## src/rtl/mt_core_frontend_pkg.sv

```systemverilog
// rtl/mt_core_frontend_pkg.sv - shared types and constants for the fetch-and-issue frontend
package mt_core_frontend_pkg;

  localparam int unsigned FE_CTX_W   = 2;
  localparam int unsigned FE_ADDR_W  = 32;
  localparam int unsigned FE_INSTR_W = 32;
  localparam int unsigned PC_STEP    = 4;

  typedef enum logic [2:0] {
    CTX_IDLE  = 3'd0,
    CTX_READY = 3'd1,
    CTX_FETCH = 3'd2,
    CTX_PEND  = 3'd3,
    CTX_DONE  = 3'd4
  } ctx_state_t;

  typedef enum logic {
    FE_IDLE = 1'b0,
    FE_REQ  = 1'b1
  } fe_state_t;

  typedef struct packed {
    logic [FE_CTX_W-1:0]   ctx;
    logic [FE_ADDR_W-1:0]  pc;
    logic [FE_INSTR_W-1:0] instr;
  } fe_issue_t;

endpackage

```

## src/rtl/mt_core_frontend_rr_arbiter.sv

```systemverilog
// rtl/mt_core_frontend_rr_arbiter.sv - combinational round-robin arbiter, pointer held by the parent
module rr_arbiter #(
  parameter  int N  = 4,
  localparam int CW = $clog2(N)
) (
  input  logic [N-1:0]  req,
  input  logic [CW-1:0] last_grant,
  output logic [N-1:0]  gnt,
  output logic [CW-1:0] gnt_idx
);

  logic found;

  always_comb begin
    gnt     = '0;
    gnt_idx = '0;
    found   = 1'b0;
    // Search begins just after the previous winner so every requester is served within N grants.
    for (int i = 1; i <= N; i++) begin
      automatic int idx = (int'(last_grant) + i) % N;
      if (!found && req[idx]) begin
        found      = 1'b1;
        gnt[idx]   = 1'b1;
        gnt_idx    = CW'(idx);
      end
    end
  end

endmodule

```

## src/rtl/mt_core_frontend.sv

```systemverilog
// rtl/mt_core_frontend.sv - barrel-threaded fetch-and-issue sequencer
// Optional per-context retire counters are enabled by defining MT_CORE_FE_PERF_EN.
module mt_core_frontend
  import mt_core_frontend_pkg::*;
#(
  parameter  int NUM_CTX     = 4,
  parameter  int ADDR_WIDTH  = 32,
  parameter  int INSTR_WIDTH = 32,
  localparam int CTX_W       = $clog2(NUM_CTX)
) (
  input  logic                   clk,
  input  logic                   rst_n,
  input  logic                   launch_valid,
  input  logic [CTX_W-1:0]       launch_ctx,
  input  logic [ADDR_WIDTH-1:0]  launch_pc,
  output logic                   launch_accept,
  output logic                   imem_req,
  output logic [ADDR_WIDTH-1:0]  imem_addr,
  input  logic [INSTR_WIDTH-1:0] imem_rdata,
  input  logic                   imem_valid,
  output logic                   issue_valid,
  output logic [CTX_W-1:0]       issue_ctx,
  output logic [ADDR_WIDTH-1:0]  issue_pc,
  output logic [INSTR_WIDTH-1:0] issue_instr,
  input  logic                   issue_ready,
  input  logic                   cmpl_valid,
  input  logic [CTX_W-1:0]       cmpl_ctx,
  input  logic                   cmpl_redirect,
  input  logic [ADDR_WIDTH-1:0]  cmpl_target,
  input  logic                   cmpl_ret,
  output logic [NUM_CTX-1:0]     ctx_busy,
  output logic [NUM_CTX-1:0]     ctx_done,
  output logic                   all_idle,
  output logic                   err
`ifdef MT_CORE_FE_PERF_EN
  ,
  output logic [NUM_CTX*32-1:0]  perf_instr_cnt
`endif
);

  ctx_state_t            ctx_state_q [NUM_CTX];
  ctx_state_t            ctx_state_d [NUM_CTX];
  logic [ADDR_WIDTH-1:0] ctx_pc_q    [NUM_CTX];
  logic [ADDR_WIDTH-1:0] ctx_pc_d    [NUM_CTX];
  fe_state_t             fe_state_q, fe_state_d;
  logic [CTX_W-1:0]      grant_ctx_q, grant_ctx_d;
  logic [CTX_W-1:0]      last_grant_q, last_grant_d;
  fe_issue_t             slot_q, slot_d;
  logic                  slot_valid_q, slot_valid_d;
  logic                  err_q, err_d;

  logic [NUM_CTX-1:0]    ready_vec;
  logic [NUM_CTX-1:0]    arb_gnt;
  logic [CTX_W-1:0]      arb_idx;
  logic                  launch_free;
  logic                  launch_hit_cmpl;
  logic                  cmpl_ok;

  always_comb begin
    for (int i = 0; i < NUM_CTX; i++) begin
      ready_vec[i] = (ctx_state_q[i] == CTX_READY);
    end
  end

  rr_arbiter #(.N(NUM_CTX)) u_arb (
    .req        (ready_vec),
    .last_grant (last_grant_q),
    .gnt        (arb_gnt),
    .gnt_idx    (arb_idx)
  );

  // A completion for the same context takes priority, so a colliding launch is refused.
  always_comb begin
    launch_free     = (ctx_state_q[launch_ctx] == CTX_IDLE) ||
                      (ctx_state_q[launch_ctx] == CTX_DONE);
    launch_hit_cmpl = cmpl_valid && (cmpl_ctx == launch_ctx);
    launch_accept   = launch_valid && launch_free && !launch_hit_cmpl;
    cmpl_ok         = cmpl_valid && (ctx_state_q[cmpl_ctx] == CTX_PEND);
  end

  always_ff @(posedge clk or negedge rst_n) begin
    if (!rst_n) begin
      for (int i = 0; i < NUM_CTX; i++) begin
        ctx_state_q[i] <= CTX_IDLE;
        ctx_pc_q[i]    <= '0;
      end
      fe_state_q   <= FE_IDLE;
      grant_ctx_q  <= '0;
      last_grant_q <= CTX_W'(NUM_CTX - 1);
      slot_q       <= '0;
      slot_valid_q <= 1'b0;
      err_q        <= 1'b0;
    end else begin
      for (int i = 0; i < NUM_CTX; i++) begin
        ctx_state_q[i] <= ctx_state_d[i];
        ctx_pc_q[i]    <= ctx_pc_d[i];
      end
      fe_state_q   <= fe_state_d;
      grant_ctx_q  <= grant_ctx_d;
      last_grant_q <= last_grant_d;
      slot_q       <= slot_d;
      slot_valid_q <= slot_valid_d;
      err_q        <= err_d;
    end
  end

  always_comb begin
    for (int i = 0; i < NUM_CTX; i++) begin
      ctx_state_d[i] = ctx_state_q[i];
      ctx_pc_d[i]    = ctx_pc_q[i];
    end
    fe_state_d   = fe_state_q;
    grant_ctx_d  = grant_ctx_q;
    last_grant_d = last_grant_q;
    slot_d       = slot_q;
    slot_valid_d = slot_valid_q;
    err_d        = err_q;

    if (slot_valid_q && issue_ready) begin
      slot_valid_d = 1'b0;
    end

    case (fe_state_q)
      FE_IDLE: begin
        if (!slot_valid_q && (|arb_gnt)) begin
          fe_state_d            = FE_REQ;
          grant_ctx_d           = arb_idx;
          last_grant_d          = arb_idx;
          ctx_state_d[arb_idx]  = CTX_FETCH;
        end
      end
      FE_REQ: begin
        if (imem_valid) begin
          fe_state_d               = FE_IDLE;
          slot_valid_d             = 1'b1;
          slot_d.ctx               = FE_CTX_W'(grant_ctx_q);
          slot_d.pc                = FE_ADDR_W'(ctx_pc_q[grant_ctx_q]);
          slot_d.instr             = FE_INSTR_W'(imem_rdata);
          ctx_state_d[grant_ctx_q] = CTX_PEND;
        end
      end
      default: fe_state_d = FE_IDLE;
    endcase

    if (launch_accept) begin
      ctx_state_d[launch_ctx] = CTX_READY;
      ctx_pc_d[launch_ctx]    = launch_pc & ~ADDR_WIDTH'(3);
    end else if (launch_valid) begin
      err_d = 1'b1;
    end

    if (cmpl_ok) begin
      if (cmpl_ret) begin
        ctx_state_d[cmpl_ctx] = CTX_DONE;
      end else begin
        ctx_state_d[cmpl_ctx] = CTX_READY;
        ctx_pc_d[cmpl_ctx]    = cmpl_redirect ? (cmpl_target & ~ADDR_WIDTH'(3))
                                              : (ctx_pc_q[cmpl_ctx] + ADDR_WIDTH'(PC_STEP));
      end
    end else if (cmpl_valid) begin
      err_d = 1'b1;
    end
  end

  // imem_req decodes straight from the async-reset state flop, so reset drops it at once.
  always_comb begin
    imem_req    = (fe_state_q == FE_REQ);
    imem_addr   = imem_req ? ctx_pc_q[grant_ctx_q] : '0;
    issue_valid = slot_valid_q;
    issue_ctx   = CTX_W'(slot_q.ctx);
    issue_pc    = ADDR_WIDTH'(slot_q.pc);
    issue_instr = INSTR_WIDTH'(slot_q.instr);
    for (int i = 0; i < NUM_CTX; i++) begin
      ctx_busy[i] = (ctx_state_q[i] == CTX_READY) || (ctx_state_q[i] == CTX_FETCH) ||
                    (ctx_state_q[i] == CTX_PEND);
      ctx_done[i] = (ctx_state_q[i] == CTX_DONE);
    end
    all_idle = ~|ctx_busy;
    err      = err_q;
  end

`ifdef MT_CORE_FE_PERF_EN
  logic [31:0] perf_cnt_q [NUM_CTX];
  logic [31:0] perf_cnt_d [NUM_CTX];

  always_ff @(posedge clk or negedge rst_n) begin
    if (!rst_n) begin
      for (int i = 0; i < NUM_CTX; i++) perf_cnt_q[i] <= '0;
    end else begin
      for (int i = 0; i < NUM_CTX; i++) perf_cnt_q[i] <= perf_cnt_d[i];
    end
  end

  always_comb begin
    for (int i = 0; i < NUM_CTX; i++) begin
      perf_cnt_d[i] = perf_cnt_q[i];
      if (launch_accept && (launch_ctx == CTX_W'(i))) begin
        perf_cnt_d[i] = '0;
      end else if (cmpl_ok && (cmpl_ctx == CTX_W'(i)) && (perf_cnt_q[i] != 32'hFFFF_FFFF)) begin
        perf_cnt_d[i] = perf_cnt_q[i] + 32'd1;
      end
      perf_instr_cnt[i*32 +: 32] = perf_cnt_q[i];
    end
  end
`endif

endmodule

```

## config.mk

```make
export PLATFORM = sky130hd
export DESIGN_NAME = mt_core_frontend
export DESIGN_NICKNAME = d
export VERILOG_FILES = /design/src/rtl/mt_core_frontend_pkg.sv /design/src/rtl/mt_core_frontend_rr_arbiter.sv /design/src/rtl/mt_core_frontend.sv
export SDC_FILE = /design/constraint.sdc
export NUM_CORES = 1
export LEC_CHECK = 0
export CAP_MARGIN = 5
export CORE_ASPECT_RATIO = 0.9
export CORE_MARGIN = 4
export CORE_UTILIZATION = 42
export CTS_CLUSTER_DIAMETER = 200
export DETAILED_ROUTE_END_ITERATION = 6
export PLACE_DENSITY = 0.76
export SLEW_MARGIN = 20
export SYNTH_ARGS = -nofsm -noshare
export SYNTH_HDL_FRONTEND = slang
export SYNTH_SLANG_ARGS = --single-unit
```

## constraint.sdc

```tcl
create_clock -name clk -period 2.6 [get_ports clk]
set_input_delay 0.26 -clock clk [delete_from_list [all_inputs] [get_ports clk]]
set_output_delay 0.26 -clock clk [all_outputs]
set_load 0.02 [all_outputs]
```

======== After elaboration in Yosys (flattened, before gate mapping) ========
Index checks and enable logic that the tools add are counted.
word-level totals
  bits in registers ....................... 213
  input bits .............................. 108
  word-level logic and storage cells ...... 202
operators by class
  add/subtract/negate cells ............... 5
  magnitude comparators ................... 16
  equality and inequality tests ........... 19
  muxes and demuxes ....................... 78
  bitwise gates (word level) .............. 27
  reduce and logical (&&, ||, !) cells .... 41
operators with widths
  kind                                                                                  count
  128-bit two-way mux                                                                   3
  128-bit bitwise mux                                                                   2
  32-bit two-way mux                                                                    8
  32-bit binary-select mux with 2-bit select                                            2
  32-bit demux with 2-bit select                                                        2
  12-bit two-way mux                                                                    5
  32-bit by 3-bit adder with 32-bit output (second input constant)                      1
  8-bit AND                                                                             4
  8-bit NOT                                                                             4
  4-bit bitwise OR                                                                      7
  3-bit by 2-bit equality test with 1-bit output (second input constant)                9
  3-bit demux with 2-bit select                                                         4
  1-bit two-way mux                                                                     24
  3-bit two-way mux                                                                     8
  12-bit case mux with 2 select lines                                                   1
  1-bit logical AND                                                                     17
  3-bit by 4-bit less-than comparator with 1-bit output (second input constant)         4
  4-bit two-way mux                                                                     4
  3-bit equality test (second input constant)                                           5
  3-bit binary-select mux with 2-bit select                                             2
  3-bit by 1-bit equality test with 1-bit output (second input constant)                4
  3-bit by 1-bit greater-or-equal comparator with 1-bit output (second input constant)  4
  3-bit greater-or-equal comparator (second input constant)                             4
  3-bit by 1-bit less-than comparator with 1-bit output (second input constant)         4
  19 further kinds                                                                      54

======== Logic depth before layout (Yosys ltp) ========
  depth in word-level cells ............... 30
  depth in mapped cells ................... 11
  gate-level depth less buffers ........... 8

======== Hierarchy ========
Synthesis repeated with hierarchy kept, for this count alone.
unflattened totals
  cell total of the unflattened synthesis .. 1,178
  area, all modules ....................... 13,058.8 um^2
modules (own cells, without submodules)
  module            times used  cells an instance  area an instance (um^2)  sequential area each (um^2)
  mt_core_frontend  1           1,119              12,568.3                 5,332.6
  rr_arbiter        1           59                 490.5                    0.0

======== Worst setup path before layout ========
Ideal clock, no wire load.
  kind .................................... flip-flop to flip-flop
  from .................................... register last_grant_q[0]
  to ...................................... register ctx_state_q[3] in the netlist's numbering
  arrival time ............................ 2,746 ps
  required time ........................... 2,476 ps
  setup slack ............................. -270 ps
  cell stages (with the launch flop) ...... 10
  buffers on the path ..................... 1
  period minus slack after synthesis ...... 2,870 ps
  cells stage by stage .................... dfstp_2 > inv_1 > ha_1 > clkbuf_1 > or4b_2 > nor2_1 > o221ai_1 > a32oi_1 > o211ai_2 > a211o_1
RTL lines
  what                           RTL line                 RTL
  start, declared                mt_core_frontend.sv:47   logic [CTX_W-1:0] last_grant_q, last_grant_d;
  start signal, assigned         mt_core_frontend.sv:89   last_grant_q <= CTX_W'(NUM_CTX - 1);
  start signal, assigned         mt_core_frontend.sv:100  last_grant_q <= last_grant_d;
  end signal, assigned by index  mt_core_frontend.sv:95   ctx_state_q[i] <= ctx_state_d[i];
  end, declared                  mt_core_frontend.sv:41   ctx_state_t ctx_state_q [NUM_CTX];

======== Worst setup path in the final report ========
  from .................................... register grant_ctx_q[0]
  to ...................................... output imem_addr[18]
between the ends
  cells in the longest elaborated chain, start to end .. 5
ends and longest elaborated chain
  what                                                    RTL line                 RTL
  start, declared                                         mt_core_frontend.sv:46   logic [CTX_W-1:0] grant_ctx_q, grant_ctx_d;
  start signal, assigned                                  mt_core_frontend.sv:99   grant_ctx_q <= grant_ctx_d;
  2-bit NOT with 3-bit output (implied by the code)       mt_core_frontend.sv:168  imem_addr = imem_req ? ctx_pc_q[grant_ctx_q] : '0;
  32-bit binary-select mux with 2-bit select              mt_core_frontend.sv:168
  32-bit two-way mux (implied by the code) (2 in series)  mt_core_frontend.sv:168
  32-bit two-way mux                                      mt_core_frontend.sv:168
  end, declared                                           mt_core_frontend.sv:18   output logic [ADDR_WIDTH-1:0] imem_addr,
Every way passes these cells. The select of a mux whose other input is x is not followed.

==> results.py <==
metrics = {
    "outcome": {
        "status": "finished, final reports clean",
    },
    "clock_tree": {
        "numCtsBuffers": 26,
        "clkSlewWorstSetupHoldPaths_ns": 0.06,
        "cts_tree": "yes",
        "htree_levels": 1,
        "numClockSinks": 213,
        "clock_latency_ns": 0.54,
        "cts_max_path_buffers": 3,
        "cts_root_buffer": "clkbuf_16",
    },
    "global_routing": {
        "grt_pass1_vias": 10926,
        "grt_usage_pct": 22.42,
        "antenna_found_initial": 2,
        "grt-ovfl-total": 0,
        "grt_max_degree": 71,
        "grt_pass1_wl_um": 60290,
    },
    "synth": {
        "synth.top_cell.area_share_pct": 40.88,
        "synth_warnings": 0,
        "synth_edf_count": 0,
        "yosysSeqAreaShare_pct": 41.29,
        "avgSynthCellArea_um2": 11.19,
        "yosys_register_bits": 213,
        "yosysUniqueCellTypes": 72,
        "async_flop_share_pct": 100.0,
        "postSynthCellCount": 1154,
        "synthFlopType": "dfrtp_1",
        "yosysTopAreaCell": "dfrtp_1",
        "syn_nets": 1271,
        "synthTopCellsByArea": "dfrtp_1 (41%), mux2_2 (15%), mux4_2 (9.6%)",
        "synth_area_um2": 12910,
    },
    "sta": {
        "post-route-period-util_pct": 98.05,
        "hold_viol": 0,
        "fin_crit_ns": 2.549,
        "setup_viol_count_final": 0,
        "slew_headroom_pct": 57.73,
        "tightestPinTransition_ns": 0.6253,
        "clock_skew_ns": 0.02487,
        "fmax_mhz": 392.3,
        "drv_slew": 0,
    },
    "worst_setup_path": {
        "worst-setup-path-type": "reg -> out",
        "max_stage_delay_ns": 0.52,
        "startpoint_type": "flop",
        "crit_fanout": 6,
        "critical_path.endpoint_type": "output port",
        "slowest_stage": "dfrtp_4",
        "cp.required_ns": 2.34,
        "crit_chain": "buf_6 > buf_12 > mux4_2 > and2_1 > clkdlybuf4s15_2",
        "cp.arrival_ns": 2.29,
    },
    "routing": {
        "dr.pass1.iters": 6,
        "drtIter0Drc": 781,
        "routed_wl_um": 38620,
        "routed_via_density": 5.724,
        "drc": 0,
        "wire_per_inst_um": 20.58,
        "ant_nets": 0,
        "vias": 10738,
    },
    "power_and_ir_drop": {
        "switching_share_pct": 36.80,
        "irDropWorstVdd_mv": 0.7872,
        "p_seq_share_pct": 28.7,
        "combPwrFrac_pct": 52.7,
        "power.total_mw": 20.70,
        "clockPowerShare_pct": 18.5,
        "power.net_switching_mw": 7.619,
        "power_density_nw_per_um2": 1188,
        "p_leak_nw": 7.551,
        "p_int_mw": 13.08,
    },
    "layout": {
        "drive_above_1_share_pct": 31.79,
        "fill_cells": 2447,
        "fin_area_um2": 17430,
        "final_nets": 1569,
        "areaGrowthSynthToFinish_pct": 34.95,
    },
    "floorplanning": {
        "die_x_um": 192.8,
        "initial_core_util_pct": 42.90,
        "core_area_um2": 30100,
        "ios": 219,
        "rows": 60,
        "die_area_um2": 33620,
        "die_y_um": 174.4,
    },
    "placement": {
        "io_buffers": 214,
        "post-dp-hpwl_um": 26970,
        "placed_cell_area_um2": 16350,
        "globalplace.congestion": 0.8939,
    },
    "min_path": {
        "hold_path_class": "in -> async",
    },
    "job": {
        "cap_viol_max_count": 0,
    },
}
[synthesized netlist by cell type (7+ instances only)]
master and count:
clkbuf_1 56, mux2i_1 39, dfrtp_1 211, nor3_1 11, mux2_2 167, buf_2 10
mux4_2 55, nor4_1 13, a21o_1 7, nand2b_1 19, and2_1 40, nand4_1 12
ha_1 9, o31a_1 8, mux4_1 12, o31ai_1 8, a21oi_1 38, inv_1 11
o21ai_0 111, nor3b_1 9, nand3_1 16, xnor2_1 7, nor2_1 58, nand2_1 107
and4_1 9
[worst max-delay path: cells and delay by family, from the launching register on]
family	cells	cell delay, ns
muxes	1	0.52
and+or+nand+nor	1	0.18
DFF	1	0.52
buffers and inverters	3	0.55
[cell families (layout without fill, tap and decap cells)]
kind of cell               Yosys count  in the layout  share of synthesized area [%]
AOI/OAI and AO/OA                  213            213                          9.979
xor gates and xnor gates            12             12                         0.8138
adders and majority gates            9              9                         0.8719
buffers and inverters               94            412                          3.333
DFF                                213            213                          41.29
muxes                              273            273                          29.62
other                                0              1                              0
and+or+nand+nor                    340            340                          14.10
[sequential cells by signal, indices dropped and copies added (netlist names)]
signal / cells
ctx_pc_q: 128
ctx_state_q: 12
err: 1
grant_ctx_q: 2
imem_req: 1
issue_ctx: 2
issue_instr: 32
issue_pc: 32
issue_valid: 1
last_grant_q: 2
[power by group through the flow]
| stage | combinational [mW] | clock [mW] | sequential (mW) |
|---|---|---|---|
| final | 10.9 | 3.84 | 5.95 |
| after floorplan | 6.00 | 0 | 6.33 |
| after global routing | 11.8 | 4.06 | 6.15 |
| after CTS | 10.8 | 3.93 | 5.94 |
| after global placement | 10.5 | 0 | 5.85 |
| after detailed placement | 10.7 | 0 | 5.99 |
[through the flow]
| stage | hold slack, ns | std cells | setup slack, ns | util (%) | setup TNS (ns) |
|---|---|---|---|---|---|
| after floorplan | -0.03559 | 1154 | 0.03771 | - | 0 |
| after global placement | 0.2632 | 1809 | -0.2334 | 54.30 | -7.279 |
| after detailed placement | 0.2690 | 1809 | -0.2372 | 54.30 | -9.780 |
| after CTS | 0.2917 | 1863 | -0.05580 | 57.50 | -0.05580 |
| after global routing | 0.3219 | 1876 | -0.0003231 | 57.89 | -0.0003231 |
| final | 0.2714 | 1876 | 0.05061 | 57.89 | 0 |
[per-layer routing]
metal,wire length [um],track usage (%),share of wire [%],vias up
li1,-,-,-,4910
met1,16010,30.21,41,5300
met2,18600,36.87,48,456
met3,3095,4.578,8.0,70
met4,899,6.120,2.3,2
met5,13,0,0.034,-
[placed cells by master, fill, tap and decap left out, types with 5 or more instances in the layout]
cell | netlist | routed
a21o_1 | 7 | 7
a21oi_1 | 38 | 37
and2_1 | 40 | 39
and4_1 | 9 | 9
buf_12 | 1 | 19
buf_2 | 10 | 13
buf_4 | 5 | 113
clkbuf_16 | 0 | 29
clkbuf_8 | 0 | 8
clkdlybuf4s50_1 | 0 | 176
clkinv_2 | 0 | 5
dfrtp_1 | 211 | 209
dlygate4sd2_1 | 0 | 18
ha_1 | 9 | 8
inv_1 | 11 | 9
mux2_2 | 167 | 167
mux2i_1 | 39 | 38
mux4_1 | 12 | 10
mux4_2 | 55 | 57
nand2_1 | 107 | 107
nand2b_1 | 19 | 19
nand3_1 | 16 | 16
nand4_1 | 12 | 12
nand4b_1 | 6 | 6
nor2_1 | 58 | 57
nor3_1 | 11 | 10
nor3b_1 | 9 | 9
nor4_1 | 13 | 11
o21ai_0 | 111 | 111
o22ai_1 | 6 | 6
o31a_1 | 8 | 8
o31ai_1 | 8 | 8
xnor2_1 | 7 | 7
xor2_1 | 5 | 5
[path summary, 6_finish.rpt]
check / end / cells past startpoint / from / slack [ns]
min in group clk: issue_valid / 2 / issue_ready / 0.32
worst max register to register: ctx_state_q[3] / 7 / last_grant_q[0] / 0.08
worst max-delay path: imem_addr[18] / 5 / grant_ctx_q[0] / 0.05
worst min register to register: issue_ctx[1] / 2 / issue_ctx[1] / 0.48
max in group asynchronous: last_grant_q[0] / 3 / rst_n / 1.55
worst min-delay path: issue_pc[14] / 2 / rst_n / 0.27
[timing repair]
item | CTS | global route
buffers inserted | 5 | 10
hold buffers | 1 | 0
resized for setup | 69 | 28
cloned | 0 | 2
hold endpoints to repair | 67 | 0
endpoints found under the setup margin | 35 | 45
pin swaps | 0 | 6
[final cells by class]
cell class	instances	area (um^2)	area share [%]
Multi-Input combinational cell	847	7242	41.55
Sequential cell	213	5338	30.63
Timing Repair Buffer	352	3371	19.34
Clock buffer	39	800.8	4.595
Tap cell	403	504.2	2.893
Clock inverter	9	122.6	0.7036
Inverter	12	47.55	0.2728
Antenna cell	1	2.502	0.01436
Note: power is estimated with default switching activity, not from simulation.
